**src/rtl/cmem_pkg.sv**
```systemverilog
// Shared definitions for the layer-result memory arbiter: default widths,
// arbiter state encoding, port identifiers and a saturating counter helper.
package cmem_pkg;

    localparam int AW_DEF = 12;
    localparam int DW_DEF = 20;

    typedef enum logic [1:0] {
        IDLE  = 2'd0,
        OWN_A = 2'd1,
        OWN_B = 2'd2
    } arb_state_e;

    localparam logic PORT_A = 1'b0;
    localparam logic PORT_B = 1'b1;

    function automatic logic [15:0] sat_inc16(input logic [15:0] v);
        return (&v) ? v : v + 16'd1;
    endfunction

endpackage

```
**src/rtl/cmem_rr_pick.sv**
```systemverilog
// Combinational 2-way round-robin picker. A locked owner state restricts the
// grant to that port; otherwise ties go to the port that did not win last.
module cmem_rr_pick
    import cmem_pkg::*;
(
    input  logic [1:0] i_req,
    input  logic       i_last_winner,
    input  arb_state_e i_state,
    output logic [1:0] o_gnt
);

    always_comb begin
        o_gnt = 2'b00;
        case (i_state)
            OWN_A: o_gnt[PORT_A] = i_req[PORT_A];
            OWN_B: o_gnt[PORT_B] = i_req[PORT_B];
            default: begin
                if (i_req == 2'b11) begin
                    if (i_last_winner == PORT_B) begin
                        o_gnt[PORT_A] = 1'b1;
                    end else begin
                        o_gnt[PORT_B] = 1'b1;
                    end
                end else begin
                    o_gnt = i_req;
                end
            end
        endcase
    end

endmodule

```
**src/rtl/cmem_arbiter.sv**
```systemverilog
// Round-robin arbiter sharing the layer-result memory port between the conv
// writer (A) and pool/flatten engine (B). Define CMEM_ARB_STATS_EN for beat/conflict counters.
module cmem_arbiter
    import cmem_pkg::*;
#(
    parameter int AW        = AW_DEF,
    parameter int DW        = DW_DEF,
    parameter int MAX_BURST = 8
) (
    input  logic          clk,
    input  logic          reset,
    input  logic          a_req,
    input  logic          a_we,
    input  logic [2:0]    a_sel,
    input  logic [AW-1:0] a_addr,
    input  logic [DW-1:0] a_wdata,
    input  logic          a_lock,
    output logic          a_gnt,
    output logic          a_rvalid,
    input  logic          b_req,
    input  logic          b_we,
    input  logic [2:0]    b_sel,
    input  logic [AW-1:0] b_addr,
    input  logic [DW-1:0] b_wdata,
    input  logic          b_lock,
    output logic          b_gnt,
    output logic          b_rvalid,
`ifdef CMEM_ARB_STATS_EN
    output logic [15:0]   a_beats,
    output logic [15:0]   b_beats,
    output logic [15:0]   conflict_cnt,
`endif
    output logic [DW-1:0] rdata,
    output logic          cwr,
    output logic          crd,
    output logic [2:0]    csel,
    output logic [AW-1:0] caddr_wr,
    output logic [AW-1:0] caddr_rd,
    output logic [DW-1:0] cdata_wr,
    input  logic [DW-1:0] cdata_rd,
    output logic          idle
);

    localparam int         TAG_DEPTH   = 2;
    localparam logic [8:0] BURST_LIMIT = 9'(MAX_BURST);

    logic [1:0]    w_req;
    logic [1:0]    w_pick_gnt;
    logic [1:0]    w_gnt;
    logic          w_acc;
    logic          w_acc_port;
    logic          w_we;
    logic          w_lock;
    logic [2:0]    w_sel;
    logic [AW-1:0] w_addr;
    logic [DW-1:0] w_wdata;

    arb_state_e    r_state, w_state_next;
    logic          r_last_winner, w_last_winner_next;
    logic [7:0]    r_burst_cnt, w_burst_next;
    logic [8:0]    w_burst_inc;

    logic          r_cwr, r_crd;
    logic [2:0]    r_csel;
    logic [AW-1:0] r_caddr_wr, r_caddr_rd;
    logic [DW-1:0] r_cdata_wr, r_rdata;
    logic          r_a_rvalid, r_b_rvalid;
    logic          r_tag_vld [TAG_DEPTH];
    logic          r_tag_own [TAG_DEPTH];
    logic          w_tag_busy;

    assign w_req = {b_req, a_req};

    cmem_rr_pick u_pick (
        .i_req         (w_req),
        .i_last_winner (r_last_winner),
        .i_state       (r_state),
        .o_gnt         (w_pick_gnt)
    );

    // No beat may be accepted while reset is being sampled.
    assign w_gnt      = reset ? 2'b00 : w_pick_gnt;
    assign w_acc      = |w_gnt;
    assign w_acc_port = w_gnt[PORT_B];

    assign w_we    = w_acc_port ? b_we    : a_we;
    assign w_lock  = w_acc_port ? b_lock  : a_lock;
    assign w_sel   = w_acc_port ? b_sel   : a_sel;
    assign w_addr  = w_acc_port ? b_addr  : a_addr;
    assign w_wdata = w_acc_port ? b_wdata : a_wdata;

    assign w_burst_inc = {1'b0, r_burst_cnt} + 9'd1;

    always_comb begin
        w_state_next       = r_state;
        w_last_winner_next = r_last_winner;
        w_burst_next       = r_burst_cnt;
        if (w_acc) begin
            w_last_winner_next = w_acc_port;
        end
        case (r_state)
            IDLE: begin
                // The opening beat of a locked run counts toward MAX_BURST.
                if (w_acc && w_lock && (MAX_BURST > 1)) begin
                    w_state_next = w_acc_port ? OWN_B : OWN_A;
                    w_burst_next = 8'd1;
                end
            end
            OWN_A, OWN_B: begin
                if (!w_acc || !w_lock || (w_burst_inc >= BURST_LIMIT)) begin
                    w_state_next = IDLE;
                    w_burst_next = 8'd0;
                end else begin
                    w_burst_next = w_burst_inc[7:0];
                end
            end
            default: begin
                w_state_next = IDLE;
                w_burst_next = 8'd0;
            end
        endcase
    end

    always_ff @(posedge clk) begin
        if (reset) begin
            r_state       <= IDLE;
            r_last_winner <= PORT_B;
            r_burst_cnt   <= 8'd0;
        end else begin
            r_state       <= w_state_next;
            r_last_winner <= w_last_winner_next;
            r_burst_cnt   <= w_burst_next;
        end
    end

    always_ff @(posedge clk) begin
        if (reset) begin
            r_cwr      <= 1'b0;
            r_crd      <= 1'b0;
            r_csel     <= 3'd0;
            r_caddr_wr <= '0;
            r_caddr_rd <= '0;
            r_cdata_wr <= '0;
        end else begin
            r_cwr <= w_acc & w_we;
            r_crd <= w_acc & ~w_we;
            if (w_acc) begin
                r_csel <= w_sel;
                if (w_we) begin
                    r_caddr_wr <= w_addr;
                    r_cdata_wr <= w_wdata;
                end else begin
                    r_caddr_rd <= w_addr;
                end
            end
        end
    end

    // Owner tags follow each read through the strobe and memory-latency cycles.
    generate
        for (genvar gi = 0; gi < TAG_DEPTH; gi++) begin : g_tag
            logic w_vld_in;
            logic w_own_in;
            if (gi == 0) begin : g_head
                assign w_vld_in = w_acc & ~w_we;
                assign w_own_in = w_acc_port;
            end else begin : g_body
                assign w_vld_in = r_tag_vld[gi-1];
                assign w_own_in = r_tag_own[gi-1];
            end
            always_ff @(posedge clk) begin
                if (reset) begin
                    r_tag_vld[gi] <= 1'b0;
                    r_tag_own[gi] <= PORT_A;
                end else begin
                    r_tag_vld[gi] <= w_vld_in;
                    r_tag_own[gi] <= w_own_in;
                end
            end
        end
    endgenerate

    always_comb begin
        w_tag_busy = 1'b0;
        for (int i = 0; i < TAG_DEPTH; i++) begin
            w_tag_busy = w_tag_busy | r_tag_vld[i];
        end
    end

    always_ff @(posedge clk) begin
        if (reset) begin
            r_a_rvalid <= 1'b0;
            r_b_rvalid <= 1'b0;
            r_rdata    <= '0;
        end else begin
            r_a_rvalid <= r_tag_vld[TAG_DEPTH-1] & (r_tag_own[TAG_DEPTH-1] == PORT_A);
            r_b_rvalid <= r_tag_vld[TAG_DEPTH-1] & (r_tag_own[TAG_DEPTH-1] == PORT_B);
            if (r_tag_vld[TAG_DEPTH-1]) begin
                r_rdata <= cdata_rd;
            end
        end
    end

`ifdef CMEM_ARB_STATS_EN
    logic [15:0] r_a_beats, r_b_beats, r_conflict_cnt;

    always_ff @(posedge clk) begin
        if (reset) begin
            r_a_beats      <= 16'd0;
            r_b_beats      <= 16'd0;
            r_conflict_cnt <= 16'd0;
        end else begin
            if (w_gnt[PORT_A]) r_a_beats <= sat_inc16(r_a_beats);
            if (w_gnt[PORT_B]) r_b_beats <= sat_inc16(r_b_beats);
            if (a_req & b_req) r_conflict_cnt <= sat_inc16(r_conflict_cnt);
        end
    end

    assign a_beats      = r_a_beats;
    assign b_beats      = r_b_beats;
    assign conflict_cnt = r_conflict_cnt;
`endif

    assign a_gnt    = w_gnt[PORT_A];
    assign b_gnt    = w_gnt[PORT_B];
    assign a_rvalid = r_a_rvalid;
    assign b_rvalid = r_b_rvalid;
    assign rdata    = r_rdata;
    assign cwr      = r_cwr;
    assign crd      = r_crd;
    assign csel     = r_csel;
    assign caddr_wr = r_caddr_wr;
    assign caddr_rd = r_caddr_rd;
    assign cdata_wr = r_cdata_wr;
    assign idle     = ~reset & ~a_req & ~b_req & ~r_cwr & ~r_crd & ~w_tag_busy;

endmodule

```
**config.mk**
```make
export PLATFORM = sky130hd
export DESIGN_NAME = cmem_arbiter
export DESIGN_NICKNAME = d
export VERILOG_FILES = /design/src/rtl/cmem_pkg.sv /design/src/rtl/cmem_rr_pick.sv /design/src/rtl/cmem_arbiter.sv
export SDC_FILE = /design/constraint.sdc
export NUM_CORES = 1
export LEC_CHECK = 0
export ABC_CLOCK_PERIOD_IN_PS = 4700
export CORE_UTILIZATION = 40
export DETAILED_ROUTE_END_ITERATION = 12
export PLACE_DENSITY = 0.78
export SYNTH_ARGS = -nofsm -noshare
export SYNTH_HDL_FRONTEND = slang
export SYNTH_HIERARCHICAL = 1
export SYNTH_SLANG_ARGS = --single-unit
```
**constraint.sdc**
```tcl
create_clock -name clk -period 4.7 [get_ports clk]
set_input_delay 0.705 -clock clk [delete_from_list [all_inputs] [get_ports clk]]
set_output_delay 0.705 -clock clk [all_outputs]
set_load 0.01 [all_outputs]
```
==> run_results.csv <==
group,metric,value,unit
outcome,status,"finished clean",
pwr,swShare,0.2686,
synthesis,synth_top_area_share,0.4661,
setup_path,cp_data_arrival_time,2.45,ns
sta,setup_viol,0,
detailed_routing,via_per_inst,4.989,
pwr,power_leakage,2.061,nW
sta,clock_skew,0.01372,ns
detailed_routing,vias,3138,
synthesis,synth_edf_count,0,
hold_path,hold_path.class,"reg2reg",
detailed_routing,drc_errors,0,
synthesis,synth_most_common_cell,"dfxtp_1",
final_layout,area_growth,54.59,%
synthesis,yosys-top-cells-count,"dfxtp_1, nor2_1, mux2i_1",
pwr,clkPwrFrac,0.325,
setup_path,crit_buf_inv,2,
clock_tree,clockBufferDepth,2,
clock_tree,post-cts-setup-buffer-count,0,
clock_tree,cts_root_buf,"clkbuf_8",
global_route,grt-ovfl-total,0,
synthesis,syn-instance-count,357,
detailed_routing,drt_first_pass_iters,4,
sta,drv_slew,0,
synthesis,async_flop_share,0,
synthesis,synth.distinct_cells,42,
global_route,use_met2,0.3384,
placement,globalplace.congestion,0.7464,
global_route,antenna_found_initial,0,
floorplanning,fp.dieArea,9513,um^2
sta,relSlewSlack,0.3415,
setup_path,startpoint_type,"input pin",
detailed_routing,wl_per_cell,14.31,um
pwr,p_int,1.496,mW
global_route,busiest_layer,"met2",
floorplanning,ioPinCount,172,
pwr,power_density,362.5,nW/um^2
clock_tree,cts_tree,"built",
setup_path,worstPathMaxFanout,3,
sta,rsz0062_at_grt,"false",
floorplanning,dieWidth,97.54,um
pwr,comb_power_share,0.272,
clock_tree,clk_latency,0.35,ns
detailed_routing,routed_wl,9000,um
job,max_cap_viol_count,0,
global_route,grt_pass1_wl,14750,um
pwr,total_power,2.046,mW
setup_path,cpPeakStageDelay,0.57,ns
synthesis,avgSynthCellArea,10.23,um^2
sta,worstMarginPinSlew,0.9877,ns
detailed_routing,drt.antenna.violating_nets,0,
final_layout,fillers,708,
detailed_routing,drt-initial-drc-count,66,
clock_tree,clk_pin_slew,0.09,ns
sta,hold_violations,0,
placement,hpwl,6524,um
sta,fmax,0.3170,GHz
sta,hold-worst-slack,0.4203,ns
clock_tree,cts_buffers,9,
setup_path,crit_type,"in2out",
floorplanning,std_cell_rows,34,
final_layout,diodes,0,
setup_path,crit_slowest_cell,"clkdlybuf4s50_1",
clock_tree,htree_levels,3,
sta,fin_setup_tns,0,ns
synthesis,syn-cell-area,3651,um^2
pwr,seqPwrFrac,0.404,
final_layout,drive_gt1_frac,0.09789,
floorplanning,die_y,97.54,um
clock_tree,clock_sinks,85,
global_route,grt_pass1_vias,3122,
global_route,globalRouteMet3Util,0.05252,
synthesis,yosysTopAreaCell,"dfxtp_1",
clock_tree,cts_resized,0,
synthesis,yosysWarnings,6,
setup_path,cp.required,3.99,ns
setup_path,cp_top_family,"buffers and inverters",
global_route,grtUsageMet1,0.2174,
final_layout,nNetsFinal,620,
pwr,ir_worst_vdd,0.1794,mV
setup_path,endpoint_kind,"primary output",
global_route,grt_max_degree,84,
floorplanning,core-area,8763,um^2
pwr,p_sw,0.5495,mW
clock_tree,cts_hold_buf,0,
global_route,gr-usage-all-layers,0.1909,
synthesis,ys_top_cells_by_area,"dfxtp_1, mux2i_1, nor2_1",
synthesis,syn_nets,461,
floorplanning,start_util,0.4166,
synthesis,synth-main-ff-cell,"dfxtp_1",
setup_path,worstPathCellList,"clkdlybuf4s50_1, or4_1, nor3_1, clkdlybuf4s50_1",
placement,numPortBuffers,171,
setup_path,crit_top_cell,"clkdlybuf4s50_1",
synthesis,ys_seq_elements,85,
synthesis,ys_seq_area_frac,0.4661,
sta,min_period,3.154,ns
sta,min_period_over_period,0.6711,
==> path summary, 6_finish.rpt <==
kind	from	to	slack, ns	cells after the start
setup / recovery	a_req	idle	1.55	4
hold / removal	r_tag_own[1]	a_rvalid	0.42	1
setup reg to reg	r_state[0]	caddr_wr[3]	1.74	10
hold reg to reg	r_tag_own[1]	a_rvalid	0.42	1
==> per-stage QoR <==
step	cell area, um^2	cells	util	setup slack, ns
floorplan	3651	357	-	2.512
global route	5644	629	0.6441	1.412
detailed placement	5383	613	0.6142	1.431
global placement	5383	613	0.6142	1.547
finish	5644	629	0.6441	1.546
CTS	5644	629	0.6441	1.524
==> routing by layer <==
layer / share of wire / vias up
li1: - / 1570
met1: 0.42 / 1440
met2: 0.49 / 114
met3: 0.065 / 14
met4: 0.017 / 0
met5: 0 / -
==> power groups by stage <==
stage	Combinational, mW	Clock (mW)	Sequential (mW)
2_1_floorplan	0.283	0	0.866
3_3_place_gp	0.547	0	0.840
3_5_place_dp	0.559	0	0.842
4_1_cts	0.562	0.680	0.826
5_1_grt	0.600	0.712	0.834
6_report	0.556	0.665	0.826
==> worst reg2reg max path, delay by kind of cell (launching register included) <==
family	cells	cell delay [ns]
flip-flops	1	0.42
AO/OA/AOI/OAI	4	0.66
adder cells (fa/ha/maj)	1	0.36
buffers and inverters	3	0.96
AND/OR/NAND/NOR	2	0.46
==> flip-flops by register name, indices dropped and copies added (netlist names), 2 cells and up <==
register and count:
r_tag_own 2, rdata 20, csel 3, r_burst_cnt 8, r_state 2, cdata_wr 20
caddr_wr 12, caddr_rd 12
==> cells by family after synthesis <==
logic type | Yosys count | synth area share
AO/OA/AOI/OAI | 65 | 0.1628
adder cells (fa/ha/maj) | 6 | 0.02056
buffers and inverters | 36 | 0.05277
flip-flops | 85 | 0.4661
multiplexers | 56 | 0.1570
AND/OR/NAND/NOR | 109 | 0.1409
==> cell usage in the layout, fill, tap and decap left out, types with 2 or more instances in the layout <==
master	n
dfxtp_1	85
o21ai_0	3
nand3_1	2
nand2_1	7
o2bb2ai_1	2
clkbuf_8	9
a211oi_2	20
and2_1	5
nor2_1	74
a21oi_1	5
nor2b_1	7
ha_1	6
mux2i_1	55
a211oi_1	25
a22o_2	2
o21ai_1	2
inv_1	9
buf_4	5
clkdlybuf4s50_1	170
bufinv_16	4
==> area by class of cell <==
type,instances,area [um^2],share of cell area
timing repair buffer,175,1739,0.3081
tap,108,135.1,0.02394
multi-input combinational,236,1773,0.3141
inverter,9,33.78,0.005985
sequential,85,1702,0.3015
clock inverter,6,133.9,0.02372
clock buffer,10,127.6,0.02261
Power figures use the tool's default switching activity.
